$ cat config.mk
export PLATFORM = sky130hd
export DESIGN_NAME = cpuid_walker
export DESIGN_NICKNAME = d
export VERILOG_FILES = /design/src/rtl/cpuid_walker.sv
export SDC_FILE = /design/constraint.sdc
export NUM_CORES = 1
export LEC_CHECK = 0
export ABC_AREA = 1
export CAP_MARGIN = 15
export CORE_MARGIN = 2
export CORE_UTILIZATION = 35
export CTS_CLUSTER_SIZE = 30
export DETAILED_ROUTE_END_ITERATION = 8
export PLACE_DENSITY = 0.68
export REMOVE_ABC_BUFFERS = 1
export SLEW_MARGIN = 20
export SYNTH_ARGS = -nofsm -noshare
export SYNTH_HDL_FRONTEND = slang
export SYNTH_SLANG_ARGS = --single-unit
$ cat constraint.sdc
create_clock -name clk -period 4.1 [get_ports clk]
set_input_delay 0.41 -clock clk [delete_from_list [all_inputs] [get_ports clk]]
set_output_delay 0.41 -clock clk [all_outputs]
set_load 0.02 [all_outputs]
$ cat src/rtl/cpuid_walker.sv
// cpuid_walker: walks CPUID standard leaves 0..max_leaf, issuing one query
// per leaf, capturing the four 32-bit result words and streaming them out
// one word per handshake. Leaf 0 word 0 supplies the walk limit, clamped
// to MAX_LEAF_CAP. A response that never arrives aborts the walk with
// err_timeout after TIMEOUT_CYCLES cycles in WAIT.
//
// Handshakes (req_* and out_*): valid/ready. A transfer happens on the
// rising clk edge where valid && ready are both high. Once valid rises,
// valid and its payload hold steady until that transfer; ready may toggle
// freely and never feeds back combinationally into valid or payload.
module cpuid_walker #(
    parameter int MAX_LEAF_CAP   = 16,
    parameter int TIMEOUT_CYCLES = 255
) (
    input  logic        clk,
    input  logic        rst_n,
    input  logic        start,
    output logic        busy,
    output logic        done,
    output logic        err_timeout,
    output logic [15:0] max_leaf,
    output logic        req_valid,
    input  logic        req_ready,
    output logic [31:0] req_leaf,
    output logic [31:0] req_subleaf,
    input  logic        rsp_valid,
    input  logic [63:0] rsp_data0,
    input  logic [63:0] rsp_data1,
    input  logic [63:0] rsp_data2,
    input  logic [63:0] rsp_data3,
    output logic        out_valid,
    input  logic        out_ready,
    output logic [15:0] out_leaf,
    output logic [1:0]  out_idx,
    output logic [31:0] out_word,
    output logic [2:0]  dbg_state
);

    // Timer only has to reach TIMEOUT_CYCLES; it leaves WAIT there, so it never wraps.
    localparam int TW = (TIMEOUT_CYCLES < 1) ? 1 : $clog2(TIMEOUT_CYCLES + 1);
    localparam logic [TW-1:0] TIMER_LAST = TW'(TIMEOUT_CYCLES);
    localparam logic [15:0]   LEAF_CAP   = 16'(MAX_LEAF_CAP);

    typedef enum logic [2:0] {
        S_IDLE = 3'd0,
        S_REQ  = 3'd1,
        S_WAIT = 3'd2,
        S_EMIT = 3'd3,
        S_DONE = 3'd4
    } state_t;

    state_t        state;
    state_t        state_nxt;
    logic [15:0]   cur_leaf;
    logic [15:0]   max_leaf_q;
    logic          err_q;
    logic [TW-1:0] timer;
    logic [1:0]    idx;
    logic [31:0]   w [4];

    logic [15:0]   clamp_max;
    logic [15:0]   eff_max;
    logic          timer_hit;
    logic          emit_last;
    logic          walk_end;
    logic          unused_rsp_hi;

    // Only the low halves of the response words carry CPUID data.
    assign unused_rsp_hi = ^{rsp_data0[63:32], rsp_data1[63:32],
                             rsp_data2[63:32], rsp_data3[63:32]};

    // Walk-limit arithmetic: clamp leaf 0's report, and use the freshly
    // clamped value when deciding whether leaf 0 itself is the last leaf.
    always_comb begin
        clamp_max = (w[0][15:0] > LEAF_CAP) ? LEAF_CAP : w[0][15:0];
        eff_max   = (cur_leaf == 16'd0) ? clamp_max : max_leaf_q;
        timer_hit = (timer == TIMER_LAST);
        emit_last = out_ready && (idx == 2'd3);
        walk_end  = (cur_leaf >= eff_max);
    end

    // State register.
    always_ff @(posedge clk or negedge rst_n) begin
        if (!rst_n) begin
            state <= S_IDLE;
        end else begin
            state <= state_nxt;
        end
    end

    // Next-state decode; a response beats a timeout on the same cycle.
    always_comb begin
        state_nxt = state;
        case (state)
            S_IDLE: if (start) state_nxt = S_REQ;
            S_REQ:  if (req_ready) state_nxt = S_WAIT;
            S_WAIT: begin
                if (rsp_valid) begin
                    state_nxt = S_EMIT;
                end else if (timer_hit) begin
                    state_nxt = S_DONE;
                end
            end
            S_EMIT: if (emit_last) state_nxt = walk_end ? S_DONE : S_REQ;
            S_DONE: state_nxt = S_IDLE;
            default: state_nxt = S_IDLE;
        endcase
    end

    // Walk datapath: leaf counter, limit, sticky error, timer, word buffer.
    always_ff @(posedge clk or negedge rst_n) begin
        if (!rst_n) begin
            cur_leaf   <= '0;
            max_leaf_q <= '0;
            err_q      <= 1'b0;
            timer      <= '0;
            idx        <= '0;
            w[0]       <= '0;
            w[1]       <= '0;
            w[2]       <= '0;
            w[3]       <= '0;
        end else begin
            case (state)
                S_IDLE: begin
                    if (start) begin
                        cur_leaf   <= '0;
                        max_leaf_q <= '0;
                        err_q      <= 1'b0;
                    end
                end
                S_REQ: begin
                    if (req_ready) timer <= '0;
                end
                S_WAIT: begin
                    if (rsp_valid) begin
                        w[0] <= rsp_data0[31:0];
                        w[1] <= rsp_data1[31:0];
                        w[2] <= rsp_data2[31:0];
                        w[3] <= rsp_data3[31:0];
                        idx  <= '0;
                    end else if (timer_hit) begin
                        err_q <= 1'b1;
                    end else begin
                        timer <= timer + 1'b1;
                    end
                end
                S_EMIT: begin
                    if (out_ready) begin
                        idx <= idx + 1'b1;
                        if (idx == 2'd3) begin
                            if (cur_leaf == 16'd0) max_leaf_q <= clamp_max;
                            if (!walk_end) cur_leaf <= cur_leaf + 16'd1;
                        end
                    end
                end
                default: ;
            endcase
        end
    end

    // Outputs decoded from state and registers only.
    always_comb begin
        busy        = (state != S_IDLE);
        done        = (state == S_DONE);
        err_timeout = err_q;
        max_leaf    = max_leaf_q;
        req_valid   = (state == S_REQ);
        req_leaf    = (state == S_REQ) ? {16'd0, cur_leaf} : 32'd0;
        req_subleaf = 32'd0;
        out_valid   = (state == S_EMIT);
        out_leaf    = (state == S_EMIT) ? cur_leaf : 16'd0;
        out_idx     = (state == S_EMIT) ? idx : 2'd0;
        out_word    = (state == S_EMIT) ? w[idx] : 32'd0;
        dbg_state   = state;
    end

endmodule

==> out/qor.yml <==
p_total_uw: 7534
die_area_um2: 28510
rsz0062_at_grt: "no"
maxCapViolations: 0
dr.first_iter.drc_count: 671
power.leakage_uw: 0.005639
cts.reportedPaths.clkPinSlew_ns: 0.08
io_buffers: 223
rr_worst_depth: 20
postLayoutCellArea_um2: 12350
p_int_uw: 4369
wl_per_cell_um: 14.97
root_buffer: "clkbuf_16"
irDropWorstVdd_v: 0.0006036
area_growth_pct: 29.80
stdcell_count: 1799
cts_setup_buffers: 0
n_antenna_cell: 0
clock_latency_ns: 0.43
tns_ns: 0
synthAdderAreaFrac_pct: 2.631
cts_hold_buf: 0
die_h_um: 168.9
io_pins: 400
die_w_um: 168.9
p_switching_uw: 3165
num_vias: 8610
cts_max_path_buffers: 2
cts_tree: "yes"
synth_top_flop_cell: "dfrtp_1"
hold_viol: 0
hp-class: "input pin to async pin"
synth.area.mux_share_pct: 0
synth-edff-count: 0
synthCells: 1255
p_clk_share_pct: 21.8
slew_headroom_pct: 42.92
seq_area_frac_synth_pct: 45.77
clkSinkCount: 174
grt_usage_pct: 18.77
r2r-start: "cur_leaf[0]"
p_comb_share_pct: 42.9
yosys.area_share.simple_pct: 23.32
drive_gt1_share_pct: 4.870
nNetsFinal: 1727
r2r_slack_ns: 0.82
placedCellCount: 1767
drv_slew: 0
drtAntennaViolNets: 0
yosys-top-cells-count: "nand2_1 (368), dfrtp_1 (174), inv_1 (125)"
numCtsBuffers: 17
vias_per_cell: 4.786
cts_resized: 0
path_class: "flip-flop to flip-flop"
grt_max_degree: 132
grt_pass1_wl_um: 42880
outcome: "finished clean"
routabilityCongestion: 0.8998
dpl_cell_area_um2: 11760
synth_top_family_by_area: "simple AND/OR/NAND/NOR gates"
skew_ns: 0.01577
syn_area_um2: 9513
timing.critical_path.fanout_max: 16
netSwitchingFraction_pct: 42.01
post-synth-top-count-cell: "nand2_1"
period_minus_slack_ns: 3.277
critPathArrivalTime_ns: 3.58
drc: 0
synth_top_area_cell: "dfrtp_1"
rows: 60
first_pass_iters: 5
synth-compound-area-share_pct: 15.17
synth_area_per_cell_um2: 7.580
tightestPinTransition_ns: 0.8562
synth-warning-count: 0
p_seq_share_pct: 35.3
endpoint_kind: "flip-flop"
synth.area.top_cells: "dfrtp_1 (46%), nand2_1 (15%), a21oi_1 (5.9%), o21ai_0 (5.4%), inv_1 (4.9%)"
antenna_found_initial: 0
synth_top_area_share_pct: 45.77
power_density_nw_per_um2: 610.1
async_flop_share_pct: 100.0
ys_types: 36
htreeDepth: 4
grt_pass1_vias: 8301
synth_seq_cells: 174
startpoint_type: "flip-flop"
setup_violations: 0
period_share_pct: 79.93
wirelength_um: 26930
core_um2: 26800
r2r-end: "cur_leaf[2]"
timing.fmax_mhz: 305.2
critPathRequiredTime_ns: 4.41
grt_overflow: 0
synthXorXnorAreaFrac_pct: 0.3683
start_util_pct: 35.49
hpwl_um: 18090
[layout by cell type (no fill, tap or decap), drive strengths merged]
| cell type | synthesis | layout |
|---|---|---|
| nand2 | 373 | 373 |
| clkdlybuf4s50 | 0 | 222 |
| dfrtp | 174 | 174 |
| o21ai | 172 | 172 |
| inv | 132 | 141 |
| a21oi | 114 | 114 |
| nor2 | 69 | 69 |
| conb | 1 | 48 |
| nand3 | 43 | 43 |
| ha | 20 | 20 |
| clkbuf | 32 | 19 |
| nor3 | 18 | 18 |
| nand4 | 13 | 13 |
| buf | 78 | 12 |
| nor4 | 5 | 5 |
| clkinv | 1 | 5 |
| or2 | 3 | 3 |
| xnor2 | 2 | 2 |
| xor2 | 2 | 2 |
| and2 | 1 | 1 |
| nand3b | 1 | 1 |
| o211ai | 1 | 1 |
[worst max-delay path by stage]
| stage | start | end | cells past startpoint |
|---|---|---|---|
| 4_1_cts | cur_leaf[0] | cur_leaf[2] | 20 |
| 3_5_place_dp | cur_leaf[0] | cur_leaf[5] | 20 |
| 2_1_floorplan | idx[0] | out_word[0] | 4 |
| 5_1_grt | cur_leaf[0] | cur_leaf[2] | 22 |
| 3_3_place_gp | cur_leaf[0] | cur_leaf[13] | 20 |
| 6_report | cur_leaf[0] | cur_leaf[2] | 20 |
[critical path, stage by stage (launching register included)]
cell and delay [ns]:
dfrtp_1 0.42, inv_1 0.22, ha_1 0.19, inv_1 0.05
nor3_1 0.13, nand4_1 0.49, nand2_1 0.24, nand2_1 0.07
ha_1 0.27, nand2_1 0.06, inv_1 0.03, nand2_1 0.07
nor2_1 0.05, nor2_1 0.07, nand2_1 0.07, nand2_1 0.08
nand2_1 0.06, nand2_2 0.22, nand2_4 0.19, nand2_1 0.10
nand2_1 0.05
[per-stage QoR]
step	utilization, %	hold slack [ns]	worst slack, ns
4_1_cts	46.07	0.06383	0.8055
3_5_place_dp	43.87	0.4599	0.8347
6_report	46.07	0.03152	0.8230
2_1_floorplan	-	0.1144	0.8686
5_1_grt	46.07	0.09110	0.5043
3_3_place_gp	43.87	0.4558	0.9302
[routing by layer]
metal | global-route usage [%] | wire length [um] | up-vias
li1 | - | - | 4311
met1 | 25.43 | 12730 | 4032
met2 | 31.00 | 12400 | 249
met3 | 3.928 | 1525 | 18
met4 | 4.160 | 269 | 0
met5 | 0 | 0 | -
[registers in the layout, indices dropped and copies added (netlist names)]
register and flops:
err_timeout 1, timer 8, idx 2, max_leaf 16, w 128, dbg_state 3
cur_leaf 16
[logic make-up (layout without fill, tap and decap cells)]
kind of cell / after synthesis / count (layout)
compound gates: 287 / 287
xor+xnor: 4 / 4
fa+ha+maj: 20 / 20
buf+inv: 243 / 399
flops: 174 / 174
other cells: 1 / 48
simple gates: 526 / 526
[final cells by class]
type                            count  area, um2
Inverter                          133      506.7
Timing Repair Buffer              234       2341
Tap cell                          341      426.7
Fill cell                        2623      14450
Clock inverter                     13      138.9
Multi-Input combinational cell    885       4126
Sequential cell                   174       4355
Clock buffer                       19      452.9
[power groups by stage]
stage | sequential (uW) | combinational, uW | clock, uW
after floorplan | 2680 | 2000 | 0
after global placement | 2660 | 3190 | 0
after detailed placement | 2690 | 3250 | 0
after CTS | 2660 | 3280 | 1680
after global routing | 2730 | 3650 | 1760
final | 2660 | 3230 | 1650
Power figures use the tool's default switching activity.
